File: src/rtl/bnn_fmap_pkg.sv
// Shared constants and FSM encoding for the feature-map FIFO, the replay
// reader and the conv/popcount engine.
package bnn_fmap_pkg;

    localparam int DATA_W     = 32;   // FIFO word width (signed data)
    localparam int CNT_W      = 8;    // length / pass counter width
    localparam int FMAP_DEPTH = 150;  // largest legal words-per-pass

    typedef enum logic [2:0] {
        ST_IDLE,
        ST_REWIND,
        ST_RUN,
        ST_DRAIN,
        ST_DONE
    } fmap_state_t;

endpackage

File: src/rtl/fmap_skid_buf.sv
// Two-entry FIFO-ordered skid buffer. It has no ready output: the producer
// meters its pushes against occ, so a push never arrives when both slots are
// committed. The head entry is held until it is accepted downstream.
module fmap_skid_buf #(
    parameter int W = 34
) (
    input  logic         clk,
    input  logic         rst,
    input  logic         in_valid,
    input  logic [W-1:0] in_data,
    output logic         out_valid,
    input  logic         out_ready,
    output logic [W-1:0] out_data,
    output logic [1:0]   occ
);

    logic [W-1:0] ent0, ent1;
    logic         pop;
    logic         fill_head;

    assign out_valid = (occ != 2'd0);
    assign out_data  = ent0;
    assign pop       = out_valid & out_ready;
    // A push lands in the head slot when the buffer is empty, or will be
    // empty after this cycle's pop.
    assign fill_head = (occ == 2'd0) | ((occ == 2'd1) & pop);

    // Entry shift on pop, write on push, occupancy bookkeeping.
    always_ff @(posedge clk or posedge rst) begin
        if (rst) begin
            ent0 <= '0;
            ent1 <= '0;
            occ  <= 2'd0;
        end else begin
            if (pop)
                ent0 <= ent1;
            if (in_valid) begin
                if (fill_head)
                    ent0 <= in_data;
                else
                    ent1 <= in_data;
            end
            occ <= occ + {1'b0, in_valid} - {1'b0, pop};
        end
    end

endmodule

File: src/rtl/fmap_replay_reader.sv
// Feature-map replay reader: rewinds the FIFO read pointer once per pass and
// streams cfg_len words cfg_passes times. The FIFO's registered read data is
// absorbed by a 2-entry skid buffer; reads are issued only when the word in
// flight plus the buffered words are guaranteed to fit.
module fmap_replay_reader #(
    parameter int DATA_W     = bnn_fmap_pkg::DATA_W,
    parameter int CNT_W      = bnn_fmap_pkg::CNT_W,
    parameter int FMAP_DEPTH = bnn_fmap_pkg::FMAP_DEPTH
) (
    input  logic                     clk,
    input  logic                     rst,
    input  logic                     start,
    input  logic [CNT_W-1:0]         cfg_len,
    input  logic [CNT_W-1:0]         cfg_passes,
    output logic                     fifo_rd_en,
    output logic                     fifo_rd_rst,
    input  logic                     fifo_empty,
    input  logic signed [DATA_W-1:0] fifo_dout,
    output logic                     m_valid,
    input  logic                     m_ready,
    output logic signed [DATA_W-1:0] m_data,
    output logic                     m_last,
    output logic                     m_final,
    output logic                     busy,
    output logic                     done
);
    import bnn_fmap_pkg::*;

    localparam logic [CNT_W-1:0] LEN_MAX = CNT_W'(FMAP_DEPTH);

    fmap_state_t       state, state_n;
    logic [CNT_W-1:0]  len_q, passes_q;
    logic [CNT_W-1:0]  word_cnt, pass_cnt;
    logic              inflight;
    logic              tag_last, tag_fin;
    logic [1:0]        occ;
    logic              pop, credit_ok, issue;
    logic              is_last, is_fin, cfg_zero;
    logic [DATA_W+1:0] skid_out;

    assign pop       = m_valid & m_ready;
    // Room check: what is buffered plus what is returning, minus what leaves
    // this cycle, must leave a free slot for the word issued now.
    assign credit_ok = ({1'b0, occ} + {2'b00, inflight}) <= (3'd1 + {2'b00, pop});
    assign issue     = (state == ST_RUN) & ~fifo_empty & credit_ok;
    assign is_last   = (word_cnt == len_q - 1'b1);
    assign is_fin    = is_last & (pass_cnt == passes_q - 1'b1);
    assign cfg_zero  = (cfg_len == '0) | (cfg_passes == '0);

    // State register.
    always_ff @(posedge clk or posedge rst) begin
        if (rst)
            state <= ST_IDLE;
        else
            state <= state_n;
    end

    // Next-state logic. An empty job passes through DRAIN, which exits on the
    // next cycle because nothing is buffered.
    always_comb begin
        state_n = state;
        case (state)
            ST_IDLE:   if (start) state_n = cfg_zero ? ST_DRAIN : ST_REWIND;
            ST_REWIND: state_n = ST_RUN;
            ST_RUN:    if (issue && is_last) state_n = is_fin ? ST_DRAIN : ST_REWIND;
            ST_DRAIN:  if (!inflight && occ == 2'd0) state_n = ST_DONE;
            ST_DONE:   state_n = ST_IDLE;
            default:   state_n = ST_IDLE;
        endcase
    end

    // State-decoded outputs.
    always_comb begin
        fifo_rd_en  = 1'b0;
        fifo_rd_rst = 1'b0;
        busy        = 1'b0;
        done        = 1'b0;
        case (state)
            ST_REWIND: begin fifo_rd_rst = 1'b1; busy = 1'b1; end
            ST_RUN:    begin fifo_rd_en = issue; busy = 1'b1; end
            ST_DRAIN:  busy = 1'b1;
            ST_DONE:   done = 1'b1;
            default:   ;
        endcase
    end

    // Config latch, word/pass counters and the tags of the word in flight.
    always_ff @(posedge clk or posedge rst) begin
        if (rst) begin
            len_q    <= '0;
            passes_q <= '0;
            word_cnt <= '0;
            pass_cnt <= '0;
            inflight <= 1'b0;
            tag_last <= 1'b0;
            tag_fin  <= 1'b0;
        end else begin
            inflight <= issue;
            if (state == ST_IDLE && start) begin
                len_q    <= (cfg_len > LEN_MAX) ? LEN_MAX : cfg_len;
                passes_q <= cfg_passes;
                word_cnt <= '0;
                pass_cnt <= '0;
            end
            if (state == ST_REWIND)
                word_cnt <= '0;
            if (issue) begin
                tag_last <= is_last;
                tag_fin  <= is_fin;
                // Counters hold at their end values rather than wrapping.
                if (!is_last)
                    word_cnt <= word_cnt + 1'b1;
                else if (!is_fin)
                    pass_cnt <= pass_cnt + 1'b1;
            end
        end
    end

    fmap_skid_buf #(.W(DATA_W + 2)) u_skid (
        .clk      (clk),
        .rst      (rst),
        .in_valid (inflight),
        .in_data  ({fifo_dout, tag_last, tag_fin}),
        .out_valid(m_valid),
        .out_ready(m_ready),
        .out_data (skid_out),
        .occ      (occ)
    );

    assign m_data  = skid_out[DATA_W+1:2];
    assign m_last  = skid_out[1];
    assign m_final = skid_out[0];

endmodule
File: config.mk
export PLATFORM = sky130hd
export DESIGN_NAME = fmap_replay_reader
export DESIGN_NICKNAME = d
export VERILOG_FILES = /design/src/rtl/bnn_fmap_pkg.sv /design/src/rtl/fmap_skid_buf.sv /design/src/rtl/fmap_replay_reader.sv
export SDC_FILE = /design/constraint.sdc
export NUM_CORES = 1
export LEC_CHECK = 0
export ABC_AREA = 1
export CAP_MARGIN = 10
export CORE_AREA = 2 2 162 124
export DETAILED_ROUTE_END_ITERATION = 6
export DIE_AREA = 0 0 164 126
export GPL_ROUTABILITY_DRIVEN = 0
export SYNTH_ARGS = -nofsm -noshare
export SYNTH_HDL_FRONTEND = slang
export SYNTH_SLANG_ARGS = --single-unit
export TNS_END_PERCENT = 20
File: constraint.sdc
create_clock -name clk -period 4.25 [get_ports clk]
set_input_delay 0.85 -clock clk [delete_from_list [all_inputs] [get_ports clk]]
set_output_delay 0.85 -clock clk [all_outputs]
set_load 0.05 [all_outputs]
==> implementation parameters, run 1 <==
Parameter                              Value

Drt
  Via count ... a little under 5,000
  Count of routing violations after the opening detailed-route iteration ... ~370
  First-pass iteration count of the detailed router ... 5
  Antenna Nets Post-Route ... 0
  Residual DRC count ... 0
  Routed via count divided by cell count ... approximately 4.5
  Wire length reported by the detailed router ... 13,500 um
  Routed length per instance ... between 10 and 15 um

Cells and area
  Area growth from synthesis to layout ... 26.2%
  Layout filler cell count ... between 1,500 and 2,000
  Count of inserted antenna diode cells ... 0
  Number of cells in the finished layout apart from fillers ... around 1,100
  Count of nets after finishing ... approximately 860
  Share of cells above drive strength 1 ... a little under a tenth
  Final Core Density ... 37.2%

Pwr
  Final Total Pwr ... 5.11 mW
  Proportion of power drawn by flip-flops and latches ... 33.4%
  Areal power density over the cells ... 718 mW/mm^2
  Worst vdd rail ir drop ... 0.411 mV
  Internal Dissipation ... 2.78 mW
  Net switching fraction of the power ... between 40% and 50%
  Proportion of power drawn by combinational gates ... 50.8%
  Switching power summed over all nets ... about 2.3 mW
  Leakage power total ... ~3.4 nW
  Clock network fraction of total power ... 15.8%

Critical path
  Number of buffer and inverter instances along the worst setup path ... 3
  Worst R2R End ... pass_cnt[0]$_DFF_PP0_
  Number of logic stages on the critical path including buffering ... 9
  Largest incremental delay on the critical path ... 0.46 ns
  Crit path cell chain ... clkdlybuf4s50_1, nand2_1, clkinv_1, fa_1, or2_1, o21ai_1, nand2_2, nor2_1, buf_12
  Crit path capture type ... output pin
  Slowest library cell on the worst path ... sky130_fd_sc_hd__fa_1
  Startpoint class of the critical path ... input port
  Maximum fanout along the worst path ... 2
  Critical path data arrival time ... 2.80 ns
  Cell type group with the largest total delay on the critical path ... buffers and inverters
  Worst Reg-to-Reg Cells ... 14
  Reg-to-reg startpoint ... u_skid.occ[1]$_DFF_PP0_
  Data required time of the worst path ... between 3 and 4 ns
  Setup slack of the worst register-to-register path ... 1.49 ns
  Critical setup path kind ... input port to output pin

Yosys
  Yosys warning total ... 0
  Number of enable flip-flop cells after synthesis ... 0
  Primary FF master, synth ... sky130_fd_sc_hd__dfrtp_1
  Mean instance size in the synthesized netlist ... around 7.9 sq um
  Biggest area contributors in the synthesized netlist ... sky130_fd_sc_hd__dfrtp_1 48%, sky130_fd_sc_hd__nand2_1 14%, sky130_fd_sc_hd__nor2_1 5.1%
  Post-synthesis instance total ... around 710
  Synth Cell Area ... around 0.0056 sq mm
  Async set or reset register ratio after synthesis ... between 90% and 100%
  Synth cell types ... 36
  Net count of the mapped netlist ... 776
  Post-synth top area share ... ~48%
  Sequential-to-total area share from yosys stat ... a little under half
  Largest area contributor in the netlist ... sky130_fd_sc_hd__dfrtp_1
  FF+latch count, synth ... approximately 110

Floorplan
  Number of top-level pins ... approximately 90
  Die Ht ... roughly 130 um
  Placement Rows ... 44
  Total core area ... 0.0191 sq mm
  Area of the die ... approximately 0.021 sq mm
  Initial core utilization ... a little under 30%
  Die Wd ... about 160 um

Clock network
  CTS tree ... built
  # Post-CTS Setup Buffers ... 0
  Number of hold buffers added after CTS ... 0
  Clock root buffer ... sky130_fd_sc_hd__clkbuf_16
  Clock transition time at the flip-flop clock pins of the worst setup and hold paths ... ~0.080 ns
  H-tree depth ... 3
  Clk buf depth ... 2
  Insertion delay of the later-clocked pin in the worst-skew pair ... roughly 0.35 ns
  Inserted Clock Buffers ... 9
  Number of clock sinks ... around 110
  Post-CTS resize count ... 0

Hold path
  Path category of the worst min-delay check ... flip-flop to flip-flop
  Startpoint of the most critical hold path ... u_skid.ent1[20]$_DFFE_PP0P_
  Hold Path Stages ... 2
  Destination of the worst hold path ... u_skid.ent1[20]$_DFFE_PP0P_

Place
  Number of buffers inserted by port buffering ... 91
  Post-DP HPWL ... 9560 um
  Placed instance count ... around 1,000
  Post-place setup slack ... roughly 0.60 ns

Timing
  Crit share post-route ... a little under nine tenths
  Final worst-path setup slack ... approximately 0.60 ns
  Setup repair after global routing missed its margin ... false
  Fmax achieved ... 274 MHz
  Skew final ... between 0.008 and 0.009 ns
  Max-slew violation count ... 0
  Worst-case headroom to the max-slew limit ... about two fifths
  Final Hold Viols ... 0
  Final setup violation count ... 0
  Tightest Pin Transition ... around 0.90 ns
  Final total negative setup slack ... 0 ns
  Final Critical Period ... 3.65 ns

Status
  Run status ... complete, no violations

Global route
  Tot GR Track Use ... a little over an eighth
  Via count of the first global-routing pass ... between 4,000 and 5,000
  Overflow left after global routing ... 0
  Number of antenna violations at the first check in global routing ... 0
  Wire length of the first global-routing pass ... approximately 22,000 um
  Maximum number of pins on one net before global-route repair ... 74

Flow run
  Reported max-cap violation count ... 0
==> worst max-delay path by stage <==
stage / slack (ns) / to / from
floorplan: 0.37 / fifo_rd_en / m_ready
global placement: 0.68 / fifo_rd_en / m_ready
detailed placement: 0.60 / fifo_rd_en / m_ready
CTS: 0.60 / fifo_rd_en / m_ready
global route: 0.46 / fifo_rd_en / m_ready
finish: 0.60 / fifo_rd_en / m_ready
==> metrics by stage <==
stage / hold slack, ns / cell area, sq um
2_1_floorplan: 0.442 / 5640
3_3_place_gp: 0.456 / 6830
3_5_place_dp: 0.459 / 6830
4_1_cts: 0.478 / 7120
5_1_grt: 0.497 / 7120
6_report: 0.474 / 7120
==> cell families after synthesis <==
logic type	synth area share, %
and+or+nand+nor	27.8
buffers and inverters	7.99
DFF	47.9
AOI/OAI and AO/OA	9.30
muxes	2.80
xor gates and xnor gates	1.86
adders and majority gates	2.35
==> cell type report <==
cell class	instances	area, sq um	share of cell area, %
well taps	253	317	4.45
clock buffers	10	229	3.22
multi-input cells	494	2490	35.0
repair buffers	102	1000	14.1
inverters	85	322	4.52
flip-flops and latches	108	2700	38.0
clock inverters	6	53.8	0.756
==> synthesized netlist by cell type, drive strengths merged (4+ instances only) <==
cell	number
nand3	51
xor2	6
o21ai	54
o22ai	7
nand4	10
a21oi	4
mux2	14
ha	9
dfrtp	108
inv	84
a31oi	28
clkbuf	12
nand2	209
xnor2	6
nor2	85
buf	14
nor3	4
==> worst reg2reg max path, stage by stage (launching register included) <==
cell                       delay (ns)
sky130_fd_sc_hd__dfrtp_1         0.41
sky130_fd_sc_hd__nor2_1          0.13
sky130_fd_sc_hd__inv_1           0.09
sky130_fd_sc_hd__nand2_1         0.10
sky130_fd_sc_hd__clkinv_1        0.11
sky130_fd_sc_hd__fa_1            0.46
sky130_fd_sc_hd__or2_1           0.24
sky130_fd_sc_hd__o21ai_1         0.14
sky130_fd_sc_hd__nand2_2         0.09
sky130_fd_sc_hd__nor2_4          0.22
sky130_fd_sc_hd__inv_2           0.10
sky130_fd_sc_hd__nor2_8          0.22
sky130_fd_sc_hd__nand2_1         0.14
sky130_fd_sc_hd__nand3_1         0.09
sky130_fd_sc_hd__o21ai_0         0.08
==> layer usage <==
layer	wire [um]	global-route usage, %
met3	1040	3.10
met4	140	2.99
met1	6870	19.8
met2	5480	19.8
met5	0	0
==> power groups by stage <==
| stage | Clock (mW) | Sequential, mW | Combinational [mW] |
|---|---|---|---|
| CTS | 0.840 | 1.71 | 2.62 |
| global placement | 0 | 1.72 | 2.57 |
| detailed placement | 0 | 1.72 | 2.61 |
| global route | 0.887 | 1.76 | 2.88 |
| finish | 0.809 | 1.71 | 2.59 |
| floorplan | 0 | 2.17 | 1.38 |
==> state kept, by name (all words and copies together), names as in the netlist, 2 cells and up <==
register	cells
u_skid.occ	2
u_skid.out_data	34
u_skid.ent1	34
state	3
passes_q	8
len_q	8
word_cnt	8
pass_cnt	8
==> cell usage in the layout (no fill, tap or decap), types with 3 or more instances in the layout <==
master and instances:
sky130_fd_sc_hd__nand2_1 203, sky130_fd_sc_hd__dfrtp_1 108, sky130_fd_sc_hd__clkdlybuf4s50_1 90, sky130_fd_sc_hd__nor2_1 76, sky130_fd_sc_hd__inv_1 71, sky130_fd_sc_hd__o21ai_0 49
sky130_fd_sc_hd__nand3_1 45, sky130_fd_sc_hd__a31oi_1 28, sky130_fd_sc_hd__mux2_2 14, sky130_fd_sc_hd__inv_2 12, sky130_fd_sc_hd__buf_4 11, sky130_fd_sc_hd__nand4_1 10
sky130_fd_sc_hd__ha_1 9, sky130_fd_sc_hd__clkbuf_16 9, sky130_fd_sc_hd__o22ai_1 7, sky130_fd_sc_hd__xor2_1 6, sky130_fd_sc_hd__nand3_2 6, sky130_fd_sc_hd__xnor2_1 6
sky130_fd_sc_hd__o21ai_1 5, sky130_fd_sc_hd__nand2_2 5, sky130_fd_sc_hd__nor2_2 5, sky130_fd_sc_hd__nor3_1 4, sky130_fd_sc_hd__a21oi_1 4, sky130_fd_sc_hd__nor2_4 3
(Power assumes the default switching activity.)
==> inputs of run 2 (changes only) <==
--- a/constraint.sdc
+++ b/constraint.sdc
@@ -3,2 +3,2 @@
 set_output_delay 0.85 -clock clk [all_outputs]
-set_load 0.05 [all_outputs]
+set_load 0.01 [all_outputs]
==> run 2 against run 1 <==
Compared with the run above: clock skew decreased by 0.0015 ns; flip-flop and latch count unchanged; largest cell class unchanged; combinational power is 20% lower; design area shrank 0.16%; clock power rose by 3.2%; highest routed layer unchanged; worst setup slack lost 0.25 ns; via count shrank 0.75%.
==> implementation parameters, run 2 (synthesis results as in run 1) <==
Parameter                              Value

Cells and area
  Area growth from synthesis to layout ... 26.0%
  Share of cells above drive strength 1 ... a little under a tenth
  Commonest cells after routing, fill and taps aside ... 203 x sky130_fd_sc_hd__nand2_1, 108 x sky130_fd_sc_hd__dfrtp_1, 91 x sky130_fd_sc_hd__clkdlybuf4s50_1
  Number of cells in the finished layout apart from fillers ... roughly 1,100
  Count of inserted antenna diode cells ... 0
  Post-route cell area ... between 0.007 and 0.008 sq mm
  Count of nets after finishing ... approximately 860
  Most common library cell in the layout ignoring fill and taps ... sky130_fd_sc_hd__nand2_1

Floorplan
  Placement Rows ... 44
  Die Wd ... 164 um
  Die Ht ... roughly 130 um
  Total core area ... 0.0191 sq mm
  Area of the die ... around 0.021 sq mm
  Initial core utilization ... 29.5%
  Number of top-level pins ... 92

Drt
  Count of routing violations after the opening detailed-route iteration ... 412
  Residual DRC count ... 0
  Wire length reported by the detailed router ... between 10,000 and 15,000 um
  Routed length per instance ... 13.0 um
  Via count ... approximately 4,800
  Routed via count divided by cell count ... about 4.5
  Antenna Nets Post-Route ... 0
  First-pass iteration count of the detailed router ... 5

Clock network
  Insertion delay of the later-clocked pin in the worst-skew pair ... about 0.36 ns
  Clk buf depth ... 2
  Post-CTS resize count ... 0
  # Post-CTS Setup Buffers ... 0
  Clock root buffer ... sky130_fd_sc_hd__clkbuf_16
  Clock transition time at the flip-flop clock pins of the worst setup and hold paths ... about 0.08 ns
  Number of clock sinks ... 108
  Inserted Clock Buffers ... 9
  Number of hold buffers added after CTS ... 0
  CTS tree ... built
  H-tree depth ... 3

Timing
  Tightest Pin Transition ... around 0.79 ns
  Final total negative setup slack ... 0 ns
  Fmax achieved ... around 260 MHz
  Max-slew violation count ... 0
  Setup repair after global routing missed its margin ... false
  Final setup violation count ... 0
  Final Critical Period ... approximately 3.9 ns
  Crit share post-route ... 91.7%
  Final Hold Viols ... 0
  Final worst-path setup slack ... approximately 0.35 ns
  Worst-case headroom to the max-slew limit ... 47.0%
  Skew final ... roughly 0.0073 ns

Place
  Post-place setup slack ... ~0.34 ns
  Placed instance count ... 1,041
  Instance area after placement ... roughly 0.0068 sq mm
  Number of buffers inserted by port buffering ... 91
  Post-DP HPWL ... around 9600 um

Hold path
  Startpoint of the most critical hold path ... u_skid.ent1[25]$_DFFE_PP0P_
  Path category of the worst min-delay check ... flip-flop to flip-flop
  Destination of the worst hold path ... u_skid.ent1[25]$_DFFE_PP0P_
  Hold Path Stages ... 2

Critical path
  Critical path data arrival time ... between 3 and 4 ns
  Worst R2R End ... pass_cnt[0]$_DFF_PP0_
  Crit path capture type ... output pin
  Data required time of the worst path ... 3.40 ns
  Maximum fanout along the worst path ... 2
  Worst Reg-to-Reg Cells ... 14
  Setup slack of the worst register-to-register path ... around 1.6 ns
  Startpoint class of the critical path ... input port
  Critical setup path kind ... input port to output pin
  Reg-to-reg startpoint ... u_skid.occ[1]$_DFF_PP0_

Pwr
  Areal power density over the cells ... ~650 mW/mm^2
  Worst vdd rail ir drop ... 0.285 mV
  Leakage power total ... 3.39 nW

Global route
  Tot GR Track Use ... 14.1%
  Maximum number of pins on one net before global-route repair ... 60
  Number of antenna violations at the first check in global routing ... 0
  Via count of the first global-routing pass ... ~4,600
  Wire length of the first global-routing pass ... around 23,000 um
  Overflow left after global routing ... 0

Flow run
  Reported max-cap violation count ... 0

Status
  Run status ... complete, no violations
run 2: cell types whose count changed in the layout (fill, tap and decap cells not counted):
cell                              change
sky130_fd_sc_hd__buf_4                -1
sky130_fd_sc_hd__inv_6                -1
sky130_fd_sc_hd__clkinvlp_4           +1
sky130_fd_sc_hd__clkdlybuf4s50_1      +1
sky130_fd_sc_hd__clkinv_4             -1
sky130_fd_sc_hd__buf_12               -1
sky130_fd_sc_hd__clkinv_8             +1
run 2: layout make-up:
cell class / count / area [sq um]
Clock buffer: 10 / 229
Clock inverter: 6 / 60.1
Fill cell: 1971 / 12000
Inverter: 85 / 322
Timing Repair Buffer: 101 / 986
Sequential cell: 108 / 2700
Tap cell: 253 / 317
Multi-Input combinational cell: 494 / 2490
run 2: routing by layer:
metal	track usage [%]	vias up	share of wire (%)
met1	20.4	2165	52
met3	3.99	15	6.9
met4	3.56	0	1.2
met2	20.6	133	40
met5	0	-	0
li1	-	2456	-
run 2: worst max-delay path by stage:
stage | from | depth (start not counted) | endpoint | slack, ns
after CTS | m_ready | 9 | fifo_rd_en | 0.34
after global placement | m_ready | 9 | fifo_rd_en | 0.37
after floorplan | rst | 1 | inflight$_DFF_PP0_ | 0.55
after detailed placement | m_ready | 9 | fifo_rd_en | 0.34
final | m_ready | 9 | fifo_rd_en | 0.35
after global routing | m_ready | 10 | fifo_rd_en | 0.18
run 2: worst max-delay path, cell delays in order:
cell                              delay [ns]
sky130_fd_sc_hd__clkdlybuf4s50_1        0.42
sky130_fd_sc_hd__nand2_1                0.10
sky130_fd_sc_hd__clkinv_1               0.11
sky130_fd_sc_hd__fa_1                   0.45
sky130_fd_sc_hd__or2_1                  0.24
sky130_fd_sc_hd__o21ai_1                0.15
sky130_fd_sc_hd__nand2_2                0.09
sky130_fd_sc_hd__nor2_1                 0.09
sky130_fd_sc_hd__clkdlybuf4s50_1        0.54
run 2: where the power goes:
part           switching [mW]  internal (mW)  leakage, nW  total (mW)
clock network           0.424          0.411        0.134       0.835
logic                    1.14          0.912         1.88        2.06
registers               0.265           1.45         1.37        1.71
total                    1.83           2.77         3.39        4.60
run 2: through the flow:
stage / utilization [%] / power (mW) / hold slack [ns]
CTS: 37.2 / 4.66 / 0.478
finish: 37.2 / 4.60 / 0.476
detailed placement: 35.7 / 3.81 / 0.459
floorplan: - / 3.06 / 0.442
global placement: 35.7 / 3.77 / 0.454
global route: 37.2 / 5.04 / 0.494
